File: config.mk
export PLATFORM = sky130hd
export DESIGN_NAME = ysyx_25040111_lsu_flat
export DESIGN_NICKNAME = d
export VERILOG_FILES = /design/src/rtl/ysyx_25040111_lsu_pkg.sv /design/src/rtl/ysyx_25040111_lsu_if.sv /design/src/rtl/ysyx_25040111_lsu_align.sv /design/src/rtl/ysyx_25040111_lsu.sv /design/src/flat_wrapper.sv
export SDC_FILE = /design/constraint.sdc
export NUM_CORES = 1
export LEC_CHECK = 0
export CORE_ASPECT_RATIO = 1.25
export CORE_MARGIN = 4
export CORE_UTILIZATION = 35
export DETAILED_ROUTE_END_ITERATION = 8
export GPL_TIMING_DRIVEN = 1
export PLACE_DENSITY_LB_ADDON = 0.12
export SYNTH_ARGS = -nofsm -noshare
export SYNTH_HDL_FRONTEND = slang
export SYNTH_SLANG_ARGS = --single-unit
File: constraint.sdc
create_clock -name clk -period 4.9 [get_ports clk]
set_clock_uncertainty 0.15 [all_clocks]
set_input_delay 0.735 -clock clk [delete_from_list [all_inputs] [get_ports clk]]
set_output_delay 0.735 -clock clk [all_outputs]
set_load 0.01 [all_outputs]
File: src/rtl/ysyx_25040111_lsu_pkg.sv
// Shared LSU definitions: widths, op/size encodings, FSM state codes and the alignment check.
// The alignment check is only used when YSYX_25040111_LSU_MISALIGN_EN is defined.
package ysyx_25040111_lsu_pkg;

  localparam int XLEN = 32;
  localparam int RD_W = 5;

  localparam logic [1:0] LSU_OP_NONE  = 2'b00;
  localparam logic [1:0] LSU_OP_LOAD  = 2'b01;
  localparam logic [1:0] LSU_OP_STORE = 2'b10;

  localparam logic [1:0] LSU_SZ_BYTE = 2'b00;
  localparam logic [1:0] LSU_SZ_HALF = 2'b01;
  localparam logic [1:0] LSU_SZ_WORD = 2'b10;

  localparam logic [1:0] ST_IDLE = 2'd0;
  localparam logic [1:0] ST_REQ  = 2'd1;
  localparam logic [1:0] ST_WAIT = 2'd2;
  localparam logic [1:0] ST_DONE = 2'd3;

  // Size code 11 behaves as a word access.
  function automatic logic lsu_misaligned(input logic [1:0] size, input logic [1:0] lo);
    case (size)
      LSU_SZ_BYTE: lsu_misaligned = 1'b0;
      LSU_SZ_HALF: lsu_misaligned = lo[0];
      default:     lsu_misaligned = |lo;
    endcase
  endfunction

endpackage

File: src/rtl/ysyx_25040111_lsu_if.sv
// Simple req/resp memory bus between the LSU (master) and memory (slave).
interface ysyx_25040111_lsu_if;
  import ysyx_25040111_lsu_pkg::*;

  logic            mem_req_valid;
  logic            mem_req_ready;
  logic            mem_wen;
  logic [XLEN-1:0] mem_addr;
  logic [XLEN-1:0] mem_wdata;
  logic [3:0]      mem_wstrb;
  logic            mem_resp_valid;
  logic [XLEN-1:0] mem_rdata;

  modport master (
    output mem_req_valid, mem_wen, mem_addr, mem_wdata, mem_wstrb,
    input  mem_req_ready, mem_resp_valid, mem_rdata
  );

  modport slave (
    input  mem_req_valid, mem_wen, mem_addr, mem_wdata, mem_wstrb,
    output mem_req_ready, mem_resp_valid, mem_rdata
  );

endinterface

File: src/rtl/ysyx_25040111_lsu_align.sv
// Combinational lane logic: store strobe/data placement and load extract with sign/zero extension.
module ysyx_25040111_lsu_align
  import ysyx_25040111_lsu_pkg::*;
(
  input  logic [1:0]      size,
  input  logic            is_unsigned,
  input  logic [1:0]      lo,
  input  logic [XLEN-1:0] wdata,
  input  logic [XLEN-1:0] rdata,
  output logic [3:0]      strb,
  output logic [XLEN-1:0] wlane,
  output logic [XLEN-1:0] rext
);

  logic [7:0]  byte_v;
  logic [15:0] half_v;

  assign byte_v = 8'(rdata >> {lo, 3'b000});
  assign half_v = 16'(rdata >> {lo[1], 4'b0000});

  // Without the misalign check, a half ignores lo[0] and a word always uses lane 0.
  always_comb begin
    strb  = 4'b1111;
    wlane = wdata;
    rext  = rdata;
    case (size)
      LSU_SZ_BYTE: begin
        strb  = 4'b0001 << lo;
        wlane = {4{wdata[7:0]}};
        rext  = {{24{~is_unsigned & byte_v[7]}}, byte_v};
      end
      LSU_SZ_HALF: begin
        strb  = 4'b0011 << {lo[1], 1'b0};
        wlane = {2{wdata[15:0]}};
        rext  = {{16{~is_unsigned & half_v[15]}}, half_v};
      end
      default: ;
    endcase
  end

endmodule

File: src/rtl/ysyx_25040111_lsu.sv
// Load/store unit: accepts one EXU result, runs at most one bus transaction, hands the result to the WBU.
// Optional misaligned-access trap enabled by defining YSYX_25040111_LSU_MISALIGN_EN.
module ysyx_25040111_lsu
  import ysyx_25040111_lsu_pkg::*;
(
  input  logic                        clk,
  input  logic                        rst_n,
  input  logic                        in_valid,
  output logic                        in_ready,
  input  logic [1:0]                  in_op,
  input  logic [1:0]                  in_size,
  input  logic                        in_unsigned,
  input  logic [XLEN-1:0]             in_addr,
  input  logic [XLEN-1:0]             in_wdata,
  input  logic [RD_W-1:0]             in_rd,
  ysyx_25040111_lsu_if.master         mem,
  output logic                        out_valid,
  input  logic                        out_ready,
  output logic [XLEN-1:0]             out_data,
  output logic [RD_W-1:0]             out_rd,
  output logic                        out_err
);

  logic [1:0]      state_q, state_d;
  logic [1:0]      op_q, op_d;
  logic [1:0]      size_q, size_d;
  logic            uns_q, uns_d;
  logic [XLEN-1:0] addr_q, addr_d;
  logic [XLEN-1:0] wdata_q, wdata_d;
  logic [RD_W-1:0] rd_q, rd_d;
  logic [XLEN-1:0] data_q, data_d;
  logic            err_q, err_d;

  logic            misalign;
  logic            is_store;
  logic            is_mem_in;
  logic [3:0]      strb;
  logic [XLEN-1:0] wlane;
  logic [XLEN-1:0] rext;

`ifdef YSYX_25040111_LSU_MISALIGN_EN
  assign misalign = lsu_misaligned(in_size, in_addr[1:0]);
`else
  assign misalign = 1'b0;
`endif

  assign is_mem_in = (in_op == LSU_OP_LOAD) || (in_op == LSU_OP_STORE);
  assign is_store  = (op_q == LSU_OP_STORE);

  ysyx_25040111_lsu_align u_align (
    .size        (size_q),
    .is_unsigned (uns_q),
    .lo          (addr_q[1:0]),
    .wdata       (wdata_q),
    .rdata       (mem.mem_rdata),
    .strb        (strb),
    .wlane       (wlane),
    .rext        (rext)
  );

  always_comb begin
    state_d = state_q;
    op_d    = op_q;
    size_d  = size_q;
    uns_d   = uns_q;
    addr_d  = addr_q;
    wdata_d = wdata_q;
    rd_d    = rd_q;
    data_d  = data_q;
    err_d   = err_q;
    case (state_q)
      ST_IDLE: begin
        if (in_valid) begin
          op_d    = in_op;
          size_d  = in_size;
          uns_d   = in_unsigned;
          addr_d  = in_addr;
          wdata_d = in_wdata;
          rd_d    = in_rd;
          err_d   = is_mem_in & misalign;
          // Passthrough and trapped accesses both report the EXU value directly.
          data_d  = in_addr;
          state_d = (is_mem_in && !misalign) ? ST_REQ : ST_DONE;
        end
      end
      ST_REQ:  if (mem.mem_req_ready) state_d = ST_WAIT;
      ST_WAIT: begin
        if (mem.mem_resp_valid) begin
          data_d  = is_store ? '0 : rext;
          state_d = ST_DONE;
        end
      end
      default: if (out_ready) state_d = ST_IDLE;
    endcase
  end

  always_ff @(posedge clk or negedge rst_n) begin
    if (!rst_n) begin
      state_q <= ST_IDLE;
      op_q    <= LSU_OP_NONE;
      size_q  <= LSU_SZ_BYTE;
      uns_q   <= 1'b0;
      addr_q  <= '0;
      wdata_q <= '0;
      rd_q    <= '0;
      data_q  <= '0;
      err_q   <= 1'b0;
    end else begin
      state_q <= state_d;
      op_q    <= op_d;
      size_q  <= size_d;
      uns_q   <= uns_d;
      addr_q  <= addr_d;
      wdata_q <= wdata_d;
      rd_q    <= rd_d;
      data_q  <= data_d;
      err_q   <= err_d;
    end
  end

  assign in_ready          = (state_q == ST_IDLE);
  assign mem.mem_req_valid = (state_q == ST_REQ);
  assign mem.mem_wen       = (state_q == ST_REQ) && is_store;
  assign mem.mem_addr      = {addr_q[XLEN-1:2], 2'b00};
  assign mem.mem_wdata     = wlane;
  assign mem.mem_wstrb     = ((state_q == ST_REQ) && is_store) ? strb : 4'b0000;
  assign out_valid         = (state_q == ST_DONE);
  assign out_data          = data_q;
  assign out_rd            = rd_q;
  assign out_err           = err_q;

endmodule

File: src/flat_wrapper.sv
// flat-port wrapper written by rule: the top's interface ports become plain ports
module ysyx_25040111_lsu_flat import ysyx_25040111_lsu_pkg::*;
  (clk, rst_n, in_valid, in_ready, in_op, in_size, in_unsigned, in_addr, in_wdata, in_rd, out_valid, out_ready, out_data, out_rd, out_err, mem_mem_req_valid, mem_mem_wen, mem_mem_addr, mem_mem_wdata, mem_mem_wstrb, mem_mem_req_ready, mem_mem_resp_valid, mem_mem_rdata);
  ysyx_25040111_lsu_if mem_i ();
  input  logic clk;
  input  logic rst_n;
  input  logic in_valid;
  output logic in_ready;
  input  logic [1:0] in_op;
  input  logic [1:0] in_size;
  input  logic in_unsigned;
  input  logic [XLEN-1:0] in_addr;
  input  logic [XLEN-1:0] in_wdata;
  input  logic [RD_W-1:0] in_rd;
  output logic out_valid;
  input  logic out_ready;
  output logic [XLEN-1:0] out_data;
  output logic [RD_W-1:0] out_rd;
  output logic out_err;
  output wire logic [$bits(mem_i.mem_req_valid)-1:0] mem_mem_req_valid;
  output wire logic [$bits(mem_i.mem_wen)-1:0] mem_mem_wen;
  output wire logic [$bits(mem_i.mem_addr)-1:0] mem_mem_addr;
  output wire logic [$bits(mem_i.mem_wdata)-1:0] mem_mem_wdata;
  output wire logic [$bits(mem_i.mem_wstrb)-1:0] mem_mem_wstrb;
  input wire logic [$bits(mem_i.mem_req_ready)-1:0] mem_mem_req_ready;
  input wire logic [$bits(mem_i.mem_resp_valid)-1:0] mem_mem_resp_valid;
  input wire logic [$bits(mem_i.mem_rdata)-1:0] mem_mem_rdata;
  assign mem_mem_req_valid = mem_i.mem_req_valid;
  assign mem_mem_wen = mem_i.mem_wen;
  assign mem_mem_addr = mem_i.mem_addr;
  assign mem_mem_wdata = mem_i.mem_wdata;
  assign mem_mem_wstrb = mem_i.mem_wstrb;
  assign mem_i.mem_req_ready = mem_mem_req_ready;
  assign mem_i.mem_resp_valid = mem_mem_resp_valid;
  assign mem_i.mem_rdata = mem_mem_rdata;
  ysyx_25040111_lsu u_core (.clk(clk), .rst_n(rst_n), .in_valid(in_valid), .in_ready(in_ready), .in_op(in_op), .in_size(in_size), .in_unsigned(in_unsigned), .in_addr(in_addr), .in_wdata(in_wdata), .in_rd(in_rd), .mem(mem_i), .out_valid(out_valid), .out_ready(out_ready), .out_data(out_data), .out_rd(out_rd), .out_err(out_err));
endmodule
Yosys cells after proc, flatten, opt, wreduce, memory -nomap -nowiden

Cells that the tools add are included.

Word-level logic and storage cells: 48
Register bits: 108
Input bits: 112
Output and inout bits: 110

Shift-type cells: 4
Muxes and demuxes: 14
Bitwise operators: 3
Equal/unequal tests: 10
Reductions and logical operators: 9

Operator list:

| operator              | number |
|---|---|
| $pmux W32 S2          | 3 |
| $mux W32              | 3 |
| $shr A32 B5 Y16       | 1 |
| $shr A32 B5 Y8        | 1 |
| $mux W2               | 5 |
| $eq A2 B2 Y1 const B  | 4 |
| $pmux W4 S2           | 1 |
| $eq A2 B1 Y1 const B  | 3 |
| $pmux W2 S3           | 1 |
| $logic_not A2 Y1      | 2 |
| $mux W4               | 1 |
| $ne A2 B2 Y1 const B  | 2 |
| $reduce_and A4 Y1     | 1 |
| $reduce_bool A4 Y1    | 1 |
| $shl A1 B2 Y4 const A | 1 |
| $shl A2 B2 Y4 const A | 1 |
| $reduce_and A3 Y1     | 1 |
| $and A1 B1 Y1         | 2 |
| $ne A2 B1 Y1 const B  | 1 |
| $reduce_and A2 Y1     | 1 |
| $reduce_bool A2 Y1    | 1 |
| $logic_and A1 B1 Y1   | 1 |
| $logic_or A1 B1 Y1    | 1 |
| $not A1 Y1            | 1 |

Longest topological paths before layout

Gate-level depths: netlist of run 1.

Depth after elaboration: 6
Mapped depth: 8
Mapped depth without buffers: 6

Cells and area by module

Synthesis of run 1 repeated with hierarchy kept, for this count alone.

Cells, all modules: 593
Area, all modules: 6,312.3 µm²

Modules (own cells, without submodules):

| module                  | cells each | sequential area each (µm²) | area each (µm²) | times used |
|---|---|---|---|---|
| ysyx_25040111_lsu       | 405        | 2,702.6                    | 5,053.6         | 1 |
| ysyx_25040111_lsu_align | 188        | 0.0                        | 1,258.7         | 1 |

Least setup slack after synthesis of run 1

Ideal clock, no wire load.

Kind: flip-flop to output port
Start: register u_core.size_q[1]
End: output mem_mem_wdata[22]
Data arrival time: 1,368 ps
Path buffers: 3
Setup slack: 2,647 ps
Cell stages (with the launch flop): 5
Required time: 4,015 ps
Cell sequence: dfrtp_1 buf_2 buf_2 clkbuf_1 mux2_2

Cells in the longest elaborated chain, start to end: 2
Elaborated cells between the ends (all ways): 3
Classes of those cells: 1 x eq/ne; 1 x mux; 1 x reduce/logical

Ends and longest elaborated chain:

| element                                                 | line                          | RTL |
|---|---|---|
| start: declaration                                      | ysyx_25040111_lsu.sv:26       | `logic [1:0] size_q, size_d;` |
| start signal: assignment                                | ysyx_25040111_lsu.sv:111      | `size_q <= size_d;` |
| $eq A2 B1 Y1 / $logic_not A2 Y1 (equally long branches) | ysyx_25040111_lsu_align.sv:26 | `case (size)` |
| $pmux W32 S2 (*)                                        | ysyx_25040111_lsu_align.sv:26 |  |
| end: declaration                                        | flat_wrapper.sv:23            | `output wire logic [$bits(mem_i.mem_wdata)-1:0] mem_mem_wdata;` |

Mark *: on every way between the ends. The rest lies on a longest branch, timed or not.

Final worst setup path of run 1

Start: register u_core.size_q[0]
End: output mem_mem_wdata[12]

The elaborated chain is that of the path after synthesis.

==> summary.txt, run 1 <==
Logic synthesis
  – Synth Cell Area: 0.00577 mm²
  – Syn_area_per_cell: 11.6 µm²
  – Synth Flop Type: dfrtp_1
  – Distinct cells, synth: 43
  – Ys async rst share: 1.00
  – Dominant cells by area after synthesis: dfrtp_1, mux2_2, buf_4
  – Synth area leader: dfrtp_1
  – Top cell type's share of synthesized area: 0.469
  – Post-synthesis cell count: 496
  – Yosys reg bits: 108
  – Register area share after synthesis: 0.469
  – Synth Warn #: 0
  – Number of synthesized flops with an enable pin: 0

Cells and area
  – Fillers: 1491
  – Antenna Cells: 0
  – Fin area: 0.00809 mm²
  – Layout cells sized above 1: 0.186
  – Final core occ: 0.500
  – Final #Nets: 773
  – Area grow syn2layout: 40.4%

CTS
  – Clk root buf: clkbuf_16
  – Post-cts sizing count: 0
  – Hold_buf cts: 0
  – CTS tree: built
  – Number of H-tree levels: 3
  – Post-CTS Setup Bufs: 0
  – Clock Sinks: 108
  – Num CTS Buffers: 9
  – Clock Latency Late Sink: 350 ps
  – Clock-pin slew on the worst setup and hold paths: 70 ps
  – CTS Buffer Depth: 2

Place
  – DP HPWL: 13000 µm
  – Buffers on Ports: 218
  – Placer Congestion: 0.849
  – Placed inst area: 0.00779 mm²

Timing
  – Min cycle time layout: 3480 ps
  – Max Fclk: 287 MHz
  – Fin. max-slew vios: 0
  – Finish-stage setup viols: 0
  – Fin. Hold Viols: 0
  – Worst slew margin: 0.308
  – RSZ-0062 raised after global routing: false
  – Worst-margin pin slew: 1040 ps
  – Final Cycle Share: 0.710
  – Post-route setup TNS: 0 ps

Drt
  – ANT nets after route: 0
  – Via/cell ratio: 5.05
  – Wire per inst: 19.9 µm
  – DR vias: 4428
  – DR pass1 iterations: 4
  – Total routed wirelength: 17400 µm
  – DR iter-0 viols: 229
  – Post-route DRC: 0

GRT
  – Gr ovfl total: 0
  – Pin count of the biggest net entering global routing: 75
  – GR Util All Layers: 0.189
  – Antenna violations before repair: 1
  – Number of global-route vias before repair: 4821
  – First-pass GRT wire length: 27100 µm

Critical path
  – Setup crit end kind: primary output
  – CP arrival: 2590 ps
  – R2R Setup Slk: 2060 ps
  – Crit-path max FO: 19
  – Worst Path Required: 4010 ps
  – Critical Path Source Type: register
  – Critical path class: reg2out

Floorplanning
  – Core Box Area: 0.0162 mm²
  – Io pins: 222
  – Die Span Y: 151 µm
  – DIE WIDTH: 123 µm
  – Initial core utilization: 0.356
  – Rows: 52
  – Die Area: 0.0186 mm²

Status
  – Outcome: finished clean

Power and ir drop
  – PD cells: 692 mW/mm²
  – Peak supply drop: 292 µV
  – Leakage: 3.25 nW

Hold path
  – Type of the worst min-delay path: in2async

Job
  – Max cap viols: 0
==> logic make-up (layout without fill, tap and decap cells) <==
family	count (synthesis)	count (layout)	synth area share
fa+ha+maj	4	4	0.00868
simple gates	114	114	0.115
flops	108	108	0.469
buf+inv	80	242	0.0855
mux	110	110	0.214
compound gates	78	78	0.106
other cells	1	3	0.000650
xor+xnor	1	1	0.00152
==> placed cells by master (no fill, tap or decap), drive strengths merged, types with 5 or more instances in the layout <==
master,n
nand3b,8
nor3b,25
mux2i,17
inv,7
o2111ai,7
clkdlybuf4s50,217
clkbuf,10
a31oi,8
o211ai,8
mux2,92
buf,5
a221o,17
a221oi,8
o21ai,18
nand2b,27
a21oi,6
nand2,25
nor2,17
dfrtp,108
==> cell usage after synthesis, drive strengths merged, types with 2 or more instances <==
cell       n
dfrtp    108
nand3b     8
o2111ai    7
nor3b     25
mux2      92
a221oi     8
and2       3
clkbuf    17
nand2b    27
o21ai     18
mux2i     17
nor2b      4
a31oi      8
ha         4
o311ai     2
nor2      17
a221o     17
inv        6
nand2     25
a21oi      6
o211ai     8
or3        2
buf       57
==> power breakdown <==
group / internal (mW) / total (mW) / leakage, nW / switching [mW]
logic: 1.76 / 3.08 / 1.82 / 1.32
registers: 1.35 / 1.74 / 1.29 / 0.388
clock network: 0.444 / 0.774 / 0.149 / 0.330
==> registers in the layout, indices dropped and copies added, names as in the netlist <==
signal           count
u_core.out_rd        5
u_core.out_data     32
u_core.op_q          2
u_core.uns_q         1
u_core.addr_q       32
u_core.size_q        2
u_core.wdata_q      32
u_core.state_q       2
==> worst max-delay path, cell delays in order, from the launching register on <==
cell and delay [ps]:
dfrtp_1 700, nor2_2 630, mux2_2 410, clkdlybuf4s50_1 490
==> path summary, 6_finish.rpt <==
check | depth (start not counted) | start | end
min in group clk | 1 | u_core.op_q[1] | u_core.op_q[1]
worst min register to register | 1 | u_core.op_q[1] | u_core.op_q[1]
worst min-delay path | 1 | rst_n | u_core.addr_q[11]
worst max register to register | 6 | u_core.state_q[0] | u_core.out_data[28]
max in group asynchronous | 2 | rst_n | u_core.out_data[14]
worst max-delay path | 3 | u_core.size_q[0] | mem_mem_wdata[12]
==> routing by layer <==
layer,vias to the layer above,wire (µm),GRT usage
li1,2060,-,-
met3,27,1420,0.0624
met4,2,412,0.0650
met5,-,12,0
met1,2174,7130,0.234
met2,165,8460,0.311
==> metrics by stage <==
step / cells / power, mW / hold WS, ps / setup WS [ps]
CTS: 876 / 5.68 / 336 / 1340
finish: 876 / 5.60 / 296 / 1420
floorplan: 498 / 3.61 / 289 / 2650
detailed placement: 862 / 4.87 / 335 / 1750
global placement: 862 / 4.80 / 332 / 1860
global route: 876 / 6.00 / 362 / 1280
==> area by class of cell <==
type                            instances  area [µm²]  share of cell area
Inverter                                6        22.5             0.00278
Clock buffer                           10         229              0.0283
Clock inverter                          4        73.8             0.00912
Multi-Input combinational cell        310        2580               0.319
Tap cell                              216         270              0.0334
Sequential cell                       108        2700               0.334
Timing Repair Buffer                  222        2210               0.273
No activity file was read; power rests on OpenSTA's default activity.
==> run 2: changes to the inputs <==
Clock period 4.9 ns to 3.1 ns, I/O delays scaled along.
==> summary.txt, run 2 (synthesized netlist as in run 1, its figures left out) <==
Status
  – Outcome: finished clean

CTS
  – Post-cts sizing count: 0
  – Number of H-tree levels: 3
  – Clock-pin slew on the worst setup and hold paths: 70 ps
  – Clock Sinks: 108
  – Post-CTS Setup Bufs: 0
  – CTS tree: built
  – Clk root buf: clkbuf_16
  – CTS Buffer Depth: 2
  – Hold_buf cts: 1
  – Num CTS Buffers: 9
  – Clock Latency Late Sink: 360 ps

Critical path
  – Worst Path Required: 2480 ps
  – CP arrival: 2220 ps
  – CP max-delay cell: clkdlybuf4s50_1
  – Critical path class: reg2out
  – Setup crit end kind: primary output
  – Critical Path Source Type: register
  – CP Launch Point: u_core.state_q[1]
  – Worst r2r dst: u_core.out_data[26]
  – Worst reg2reg startpoint: u_core.state_q[0]
  – R2R Setup Slk: 710 ps
  – R2r worst-path depth: 5
  – Largest stage delay on the critical path: 590 ps
  – Worst Setup EP: mem_mem_wstrb[3]
  – Crit-path max FO: 4
  – Worst path cell trace: inv_1 > ha_1 > and2_1 > o31ai_1 > a21oi_1 > clkdlybuf4s50_1

Power and ir drop
  – PD cells: 1080 mW/mm²
  – Leakage: 3.29 nW
  – P_int: 5.55 mW
  – Psw: 3.25 mW
  – Net Sw Frac: 0.369
  – Peak supply drop: 582 µV
  – Clock network power share: 0.132
  – Combinational power share: 0.571
  – Sequential power share: 0.298

Timing
  – Fin. max-slew vios: 0
  – Final Cycle Share: 0.914
  – Post-route setup TNS: 0 ps
  – Finish-stage setup viols: 0
  – Worst-margin pin slew: 721 ps
  – Max Fclk: 353 MHz
  – Min cycle time layout: 2830 ps
  – Fin. Hold Viols: 0
  – RSZ-0062 raised after global routing: false
  – Worst slew margin: 0.519

Drt
  – Via/cell ratio: 5.03
  – DR vias: 4445
  – ANT nets after route: 0
  – DR pass1 iterations: 4
  – DR iter-0 viols: 164
  – Total routed wirelength: 17300 µm
  – Wire per inst: 19.5 µm
  – Post-route DRC: 0

Cells and area
  – Layout cells sized above 1: 0.196
  – Final #Nets: 779
  – Area grow syn2layout: 41.5%
  – Fillers: 1474
  – Commonest cells after routing, fill and taps aside: clkdlybuf4s50_1, dfrtp_1, mux2_2
  – Area occupied by registers: 0.00270 mm²
  – Antenna Cells: 0
  – Multi-input gate area: 0.00258 mm²
  – Commonest non-fill, non-tap cell in the layout: clkdlybuf4s50_1
  – Finished Layout Cells: 884

GRT
  – Antenna violations before repair: 0
  – First-pass GRT wire length: 26300 µm
  – Number of global-route vias before repair: 4693
  – Gr ovfl total: 0
  – Pin count of the biggest net entering global routing: 55
  – GR Util All Layers: 0.185

Floorplanning
  – Die Span Y: 151 µm
  – Io pins: 222
  – Initial core utilization: 0.356
  – Die Area: 0.0186 mm²
  – Rows: 52
  – Core Box Area: 0.0162 mm²
  – DIE WIDTH: 123 µm

Place
  – DP HPWL: 12900 µm
  – Placer Congestion: 0.874
  – Buffers on Ports: 218
  – DP Cell Count: 867

Hold path
  – Type of the worst min-delay path: reg2reg

Job
  – Max cap viols: 0
[run 2: worst min path at each step]
stage                                  from           endpoint  slack, ps  depth (start not counted)
after detailed placement              rst_n  u_core.addr_q[11]        300                          1
after global routing      u_core.addr_q[10]  u_core.addr_q[10]        360                          1
final                        u_core.op_q[1]     u_core.op_q[1]        350                          1
after global placement                rst_n  u_core.addr_q[11]        290                          1
after CTS                    u_core.op_q[1]     u_core.op_q[1]        350                          1
after floorplan                       rst_n   u_core.addr_q[0]         20                          0
[run 2: cell type report]
class                      instances  area share
inverter                           6     0.00276
timing repair buffer             228       0.280
clock buffer                      11      0.0310
multi-input combinational        310       0.317
clock inverter                     5     0.00537
tap                              216      0.0331
sequential                       108       0.331
[run 2: power by group through the flow]
stage	combinational, mW	sequential [mW]	clock [mW]
finish	5.02	2.62	1.16
global route	5.46	2.73	1.24
CTS	5.10	2.63	1.20
detailed placement	5.07	2.66	0
global placement	5.02	2.62	0
floorplan	3.10	2.61	0
[run 2: metal layers]
metal / track usage / routed length, µm / up-vias
li1: - / - / 2089
met1: 0.222 / 7020 / 2175
met3: 0.0509 / 1280 / 23
met5: 0 / 0 / -
met4: 0.0706 / 420 / 0
met2: 0.314 / 8530 / 158
[run 2: per-stage QoR]
step	hold WS [ps]	power (mW)	instance area (µm²)	utilization	worst slack, ps
floorplan	19.4	5.71	5770	-	1110
global placement	287	7.64	7850	0.485	556
detailed placement	300	7.73	7850	0.485	540
CTS	353	8.93	8160	0.504	234
global route	365	9.43	8160	0.504	157
finish	353	8.80	8160	0.504	268
[run 2: worst max-delay path, delay by kind of cell, from the launching register on]
| family | cells | cell delay, ps |
|---|---|---|
| buffers and inverters | 2 | 680 |
| flip-flops | 1 | 410 |
| AO/OA/AOI/OAI | 2 | 330 |
| AND/OR/NAND/NOR | 1 | 220 |
| adder cells (fa/ha/maj) | 1 | 210 |
